--- config.mk ---
export PLATFORM = sky130hd
export DESIGN_NAME = ship_dispatch_flat
export DESIGN_NICKNAME = d
export VERILOG_FILES = /design/src/rtl/ship_pkg.sv /design/src/rtl/ship_dispatch_if.sv /design/src/rtl/ship_dispatch_sat_counter.sv /design/src/rtl/ship_dispatch.sv /design/src/flat_wrapper.sv
export SDC_FILE = /design/constraint.sdc
export NUM_CORES = 1
export LEC_CHECK = 0
export ABC_AREA = 1
export CAP_MARGIN = 20
export CORE_UTILIZATION = 55
export CTS_BUF_LIST = sky130_fd_sc_hd__clkbuf_2 sky130_fd_sc_hd__clkbuf_4 sky130_fd_sc_hd__clkbuf_8
export DETAILED_ROUTE_END_ITERATION = 12
export PLACE_DENSITY = 0.87
export SYNTH_ARGS = -nofsm -noshare
export SYNTH_HDL_FRONTEND = slang
export SYNTH_SLANG_ARGS = --single-unit
--- constraint.sdc ---
create_clock -name clock -period 2 [get_ports clock]
set_input_delay 0.4 -clock clock [delete_from_list [all_inputs] [get_ports clock]]
set_output_delay 0.4 -clock clock [all_outputs]
set_load 0.05 [all_outputs]
--- src/rtl/ship_pkg.sv ---
// Shared definitions for the ship lock dispatcher: FSM state encoding,
// default handshake timeout and a small state-classification helper.
// Reused by the dispatcher RTL, the lock-side model and the tester.
package ship_pkg;

    localparam int unsigned TIMEOUT_DEFAULT = 16;

    typedef enum logic [2:0] {
        IDLE,
        ARRIVE,
        WAIT_DOCK,
        DEPART,
        WAIT_CLEAR,
        FAULT
    } ship_state_t;

    // States in which the handshake timeout is running.
    function automatic logic is_wait_state(ship_state_t s);
        return (s == ARRIVE) || (s == WAIT_DOCK) || (s == DEPART) || (s == WAIT_CLEAR);
    endfunction

endpackage

--- src/rtl/ship_dispatch_if.sv ---
// Handshake bundle between the ship dispatcher and its environment.
//   requestIn/requestOut : one-cycle request pulses (ship at sea / ship in lock)
//   shipDocked/openDoor  : lock status level and door-open acknowledge
//   arriving/departing   : level requests to the lock
//   inCount/outCount     : pending entry / exit request counts (QW bits)
//   busy/overflow/fault  : FSM activity, sticky dropped-request, sticky timeout
// master: environment side; slave: dispatcher side.
interface ship_dispatch_if #(
    parameter int unsigned QW = 3
);
    logic          requestIn;
    logic          requestOut;
    logic          shipDocked;
    logic          openDoor;
    logic          arriving;
    logic          departing;
    logic [QW-1:0] inCount;
    logic [QW-1:0] outCount;
    logic          busy;
    logic          overflow;
    logic          fault;

    modport master (
        output requestIn, requestOut, shipDocked, openDoor,
        input  arriving, departing, inCount, outCount, busy, overflow, fault
    );

    modport slave (
        input  requestIn, requestOut, shipDocked, openDoor,
        output arriving, departing, inCount, outCount, busy, overflow, fault
    );
endinterface

--- src/rtl/ship_dispatch_sat_counter.sv ---
// Saturating up/down request counter.
//   clock, reset : rising-edge clock, synchronous active-low reset
//   inc, dec     : increment / decrement requests (same cycle cancels out)
//   count        : current value, never wraps in either direction
//   saturate     : high when an increment is being dropped at full scale
module sat_counter #(
    parameter int unsigned W = 3
) (
    input  logic         clock,
    input  logic         reset,
    input  logic         inc,
    input  logic         dec,
    output logic [W-1:0] count,
    output logic         saturate
);

    assign saturate = inc && !dec && (count == '1);

    always_ff @(posedge clock) begin
        if (!reset) begin
            count <= '0;
        end else if (inc && !dec && (count != '1)) begin
            count <= count + 1'b1;
        end else if (dec && !inc && (count != '0)) begin
            count <= count - 1'b1;
        end
    end

endmodule

--- src/rtl/ship_dispatch.sv ---
// Ship lock dispatcher: queues entry/exit requests and sequences the
// door handshake with the lock, one ship at a time.
//   clock : rising-edge clock
//   reset : synchronous active-low reset
//   bus   : ship_dispatch_if slave (requests, lock status, lock requests,
//           queue counts, busy, sticky overflow and fault)
// Any wait state lasting TIMEOUT cycles latches FAULT until reset.
module ship_dispatch
    import ship_pkg::*;
#(
    parameter int unsigned TIMEOUT = TIMEOUT_DEFAULT,
    parameter int unsigned QW      = 3
) (
    input  logic           clock,
    input  logic           reset,
    ship_dispatch_if.slave bus
);

    localparam int unsigned TW = $clog2(TIMEOUT + 1);

    ship_state_t   state;
    ship_state_t   nxt;
    logic [TW-1:0] tcnt;
    logic          timed_out;
    logic          dec_in;
    logic          dec_out;
    logic          sat_in;
    logic          sat_out;
    logic [QW-1:0] in_count;
    logic [QW-1:0] out_count;
    logic          arriving_q;
    logic          departing_q;
    logic          busy_q;
    logic          overflow_q;
    logic          fault_q;

    // Door acknowledge only consumes a request when one is queued.
    assign dec_in    = (state == ARRIVE) && bus.openDoor && (in_count != '0);
    assign dec_out   = (state == DEPART) && bus.openDoor && (out_count != '0);
    assign timed_out = (tcnt == TW'(TIMEOUT - 1));

    sat_counter #(.W(QW)) u_in_cnt (
        .clock    (clock),
        .reset    (reset),
        .inc      (bus.requestIn),
        .dec      (dec_in),
        .count    (in_count),
        .saturate (sat_in)
    );

    sat_counter #(.W(QW)) u_out_cnt (
        .clock    (clock),
        .reset    (reset),
        .inc      (bus.requestOut),
        .dec      (dec_out),
        .count    (out_count),
        .saturate (sat_out)
    );

    // A real exit on the last allowed cycle wins over the timeout.
    always_comb begin
        nxt = state;
        unique case (state)
            IDLE: begin
                if (bus.shipDocked && (out_count != '0))       nxt = DEPART;
                else if (!bus.shipDocked && (in_count != '0))  nxt = ARRIVE;
            end
            ARRIVE: begin
                if (dec_in)         nxt = WAIT_DOCK;
                else if (timed_out) nxt = FAULT;
            end
            WAIT_DOCK: begin
                if (bus.shipDocked) nxt = IDLE;
                else if (timed_out) nxt = FAULT;
            end
            DEPART: begin
                if (dec_out)        nxt = WAIT_CLEAR;
                else if (timed_out) nxt = FAULT;
            end
            WAIT_CLEAR: begin
                if (!bus.shipDocked) nxt = IDLE;
                else if (timed_out)  nxt = FAULT;
            end
            FAULT:   nxt = FAULT;
            default: nxt = IDLE;
        endcase
    end

    // Outputs are registered from the next state so they line up with it.
    always_ff @(posedge clock) begin
        if (!reset) begin
            state       <= IDLE;
            tcnt        <= '0;
            arriving_q  <= 1'b0;
            departing_q <= 1'b0;
            busy_q      <= 1'b0;
            overflow_q  <= 1'b0;
            fault_q     <= 1'b0;
        end else begin
            state <= nxt;
            if ((nxt != state) || !is_wait_state(state)) tcnt <= '0;
            else                                         tcnt <= tcnt + 1'b1;
            arriving_q  <= (nxt == ARRIVE);
            departing_q <= (nxt == DEPART);
            busy_q      <= is_wait_state(nxt);
            fault_q     <= (nxt == FAULT);
            if (sat_in || sat_out) overflow_q <= 1'b1;
        end
    end

    assign bus.arriving  = arriving_q;
    assign bus.departing = departing_q;
    assign bus.inCount   = in_count;
    assign bus.outCount  = out_count;
    assign bus.busy      = busy_q;
    assign bus.overflow  = overflow_q;
    assign bus.fault     = fault_q;

endmodule
--- src/flat_wrapper.sv ---
// flat-port wrapper written by rule: the top's interface ports become plain ports
module ship_dispatch_flat import ship_pkg::*;
#(
    parameter int unsigned TIMEOUT = TIMEOUT_DEFAULT,
    parameter int unsigned QW      = 3
)
  (clock, reset, bus_requestIn, bus_requestOut, bus_shipDocked, bus_openDoor, bus_arriving, bus_departing, bus_inCount, bus_outCount, bus_busy, bus_overflow, bus_fault);
  ship_dispatch_if #(.QW(QW)) bus_i ();
  input  logic clock;
  input  logic reset;
  input wire logic [$bits(bus_i.requestIn)-1:0] bus_requestIn;
  input wire logic [$bits(bus_i.requestOut)-1:0] bus_requestOut;
  input wire logic [$bits(bus_i.shipDocked)-1:0] bus_shipDocked;
  input wire logic [$bits(bus_i.openDoor)-1:0] bus_openDoor;
  output wire logic [$bits(bus_i.arriving)-1:0] bus_arriving;
  output wire logic [$bits(bus_i.departing)-1:0] bus_departing;
  output wire logic [$bits(bus_i.inCount)-1:0] bus_inCount;
  output wire logic [$bits(bus_i.outCount)-1:0] bus_outCount;
  output wire logic [$bits(bus_i.busy)-1:0] bus_busy;
  output wire logic [$bits(bus_i.overflow)-1:0] bus_overflow;
  output wire logic [$bits(bus_i.fault)-1:0] bus_fault;
  assign bus_i.requestIn = bus_requestIn;
  assign bus_i.requestOut = bus_requestOut;
  assign bus_i.shipDocked = bus_shipDocked;
  assign bus_i.openDoor = bus_openDoor;
  assign bus_arriving = bus_i.arriving;
  assign bus_departing = bus_i.departing;
  assign bus_inCount = bus_i.inCount;
  assign bus_outCount = bus_i.outCount;
  assign bus_busy = bus_i.busy;
  assign bus_overflow = bus_i.overflow;
  assign bus_fault = bus_i.fault;
  ship_dispatch #(.TIMEOUT(TIMEOUT), .QW(QW)) u_core (.clock(clock), .reset(reset), .bus(bus_i));
endmodule
==> key figures <==
Placement
  – IO Port Bufs: 16
  – GP Congestion: ~0.87
  – Dpl cell area: roughly 0.0014 sq mm
  – Post-DP HPWL: 2060 um
  – Pre-CTS setup slack: -0.0320 ns

Clocking
  – CTS Sinks: 19
  – TritonCTS Buffers: 3
  – Clk buf depth: 2
  – Clk_lat worst skew: 0.30 ns
  – Hold Buf Count CTS: 0
  – CTS Root Cell: clkbuf_4
  – Clk slew on worst S/H paths: around 0.11 ns
  – Post-CTS setup buffer count: 0
  – H-tree levels: 1
  – TritonCTS clock tree: yes

STA
  – Max Freq: around 500 MHz
  – Final worst slack: between 0.05 and 0.06 ns
  – Final hold viol count: 0
  – Finish-stage setup viols: 0
  – RSZ-0062 raised after global routing: no
  – Final critical-path share of the clock period: around 97%
  – Crit path time final: a little under 2 ns
  – Fin Clk Skew: about 0.0035 ns
  – Worst slew margin: approximately 66%
  – Slew @ Worst Pin: about 0.5 ns
  – Final-report max-slew violation count: 0

Detailed routing
  – DR DRC count: 0
  – Total Wirelength: roughly 2600 um
  – Drt via density: approximately 5.2
  – Wire per inst: between 10 and 15 um
  – DR vias: between 1k and 1.5k
  – Antenna violation net count after detailed routing: 0
  – DR pass1 iterations: 6
  – Iter 0 DRT Violations: 12

Worst setup path
  – Critical Path AT: roughly 1.5 ns
  – CP max FO: 5
  – Reg2Reg Launch Point: u_core.tcnt[0]
  – Worst setup path category: register to primary output
  – Buf/Inv on CP: 1
  – Crit path cell chain: clkdlybuf4s50_1
  – Critical path's largest stage delay: between 0.8 and 0.9 ns
  – Startpoint types: register
  – Reg2reg end: u_core.tcnt[0]
  – Crit end category: primary output
  – FF-to-FF setup slack: 0.13 ns
  – FF-to-FF path depth: 10
  – Worst Path Required: 1.60 ns
  – CP delay by family, top: buffers and inverters
  – Slowest cell on crit path: clkdlybuf4s50_1

Power
  – LEAKAGE: approximately 0.7 nW
  – Pwr dens: 812 mW/mm^2
  – Peak VDD IR: ~660 uV

Global routing
  – Met3 Usage GRT: 6.79%
  – Met2 Resource Use GR: approximately 45%
  – Initial antenna violation count: 0
  – GRT met1 Usage: slightly above 30%
  – Largest net degree at the start of global routing: 12
  – Number of global-route vias before repair: between 900 and 1k
  – GR peak layer: met2
  – Gr ovfl total: 0
  – First-pass GRT wire length: roughly 4100 um
  – All-Layer GR Usage: 26.9%

Final layout
  – N_diodes: 0
  – Share of layout cells above drive strength 1: roughly 24%
  – P&R area growth vs syn: 24.0%
  – Core Util, Final: 71.9%
  – Final instance area: ~0.0014 sq mm
  – Layout net count: about 190

Synth
  – Synth unique cells: 26
  – Post-synth top area share: 33.4%
  – Post-synth EDFFs: 0
  – Synth warnings: 0
  – Post-Syn Nets: between 150 and 200
  – Cell with the most instances after synthesis: nand2_1
  – Synth async-reset ratio: 0%
  – Top cells by count, synth: 29 x nand2_1, 20 x nor2_1, 19 x dfxtp_1, 17 x inv_1, 11 x nand3_1
  – Post-synth top area cell: dfxtp_1
  – Top cells by area, synth: dfxtp_1 33%, nand2_1 9.6%, nor2_1 6.6%
  – Prevailing post-synth register cell: dfxtp_1
  – Sequential share of the synthesized area: approximately 33%
  – Synthesized cell area: between 0.001 and 0.0015 sq mm
  – Synth Area per Inst: around 7.4 sq um
  – Seq cells post-synth: 19
  – Cell count after synthesis: 154

Flow run
  – Max-cap viol count: 0

Worst hold path
  – Worst Hold Path EP: u_core.tcnt[0]
  – Hold Path Origin: u_core.tcnt[0]
  – Hold crit path type: register to register
  – Worst hold stages: 1

Run status
  – Status: finished clean

Die
  – Die Ht: 47.5 um
  – Die Span X: 47.5 um
  – # IOs: 17
  – Starting Density: approximately 58%
  – Die area: 0.00225 sq mm
  – Row Count: 16
  – Core Region: between 0.0015 and 0.002 sq mm
cell usage in the layout (no fill, tap or decap), types with 2 or more instances in the layout:
cell type / count
o21ai_1: 4
nor3_1: 2
o21ai_0: 5
clkdlybuf4s50_1: 12
nand3_4: 2
buf_4: 8
nand2_2: 5
ha_1: 2
clkbuf_4: 3
inv_2: 6
nor3_2: 5
dlymetal6s2s_1: 2
dfxtp_1: 19
nand3_1: 11
nor2_1: 19
fa_1: 2
nor2_2: 4
a21oi_1: 6
inv_1: 17
nand2_1: 29
nand3_2: 7
sequential cells by signal, summed over array words and instances, names as in the netlist:
register	count
u_core.bus.departing	1
u_core.bus.busy	1
u_core.tcnt	5
u_core.state	3
u_core.u_out_cnt.count	3
u_core.u_in_cnt.count	3
u_core.bus.arriving	1
u_core.bus.fault	1
u_core.bus.overflow	1
cell families after synthesis:
family	after synthesis	share of synthesized area [%]
XOR/XNOR	2	1.54
buffers and inverters	25	8.36
flip-flops	19	33.4
AO/OA/AOI/OAI	16	7.15
AND/OR/NAND/NOR	88	43.8
adder cells (fa/ha/maj)	4	5.72
power breakdown:
part	internal, W	total (W)	switching, W
sequential	0.000415	0.000459	0.0000439
clock	0.0000747	0.000193	0.000118
combinational	0.000166	0.000493	0.000327
total	0.000656	0.00114	0.000489
worst max path at each step:
stage	startpoint	end	slack (ns)	cells after the start
3_3_place_gp	bus_openDoor	u_core.u_in_cnt.count[2]	0.05	9
3_5_place_dp	bus_openDoor	u_core.u_in_cnt.count[2]	-0.03	9
6_report	u_core.u_out_cnt.count[2]	bus_outCount[2]	0.06	1
5_1_grt	u_core.tcnt[0]	u_core.tcnt[3]	0.003	10
2_1_floorplan	u_core.u_out_cnt.count[0]	u_core.u_out_cnt.count[1]	0.15	7
4_1_cts	u_core.u_out_cnt.count[1]	bus_outCount[1]	0.005	1
layer usage:
metal	share of wire, %	wire, um	vias up
li1	-	-	541
met1	44	1140	512
met2	49	1260	21
met3	3.5	91	10
met4	3.5	91	0
met5	0	0	-
through the flow:
step	hold WS (ns)	std cells	total power, W	TNS, ns
after floorplan	0.437	154	0.000820	0
after global routing	0.514	207	0.00121	0
after global placement	0.451	203	0.000943	0
final	0.495	207	0.00114	0
after CTS	0.494	207	0.00115	0
after detailed placement	0.473	203	0.000958	-0.0320
cell type report:
cell class,count,area [sq um]
repair buffers,23,214
fillers,177,552
multi-input cells,110,664
inverters,24,90.1
clock buffers,3,22.5
clock inverters,1,5.00
well taps,27,33.8
flip-flops and latches,19,380
what timing repair did:
action                     in CTS  in global routing
hold endpoints to repair        0                  0
gates resized for setup         1                  3
pin swaps                       0                  1
setup endpoints to repair       1                  7
Note: power is estimated with default switching activity, not from simulation.
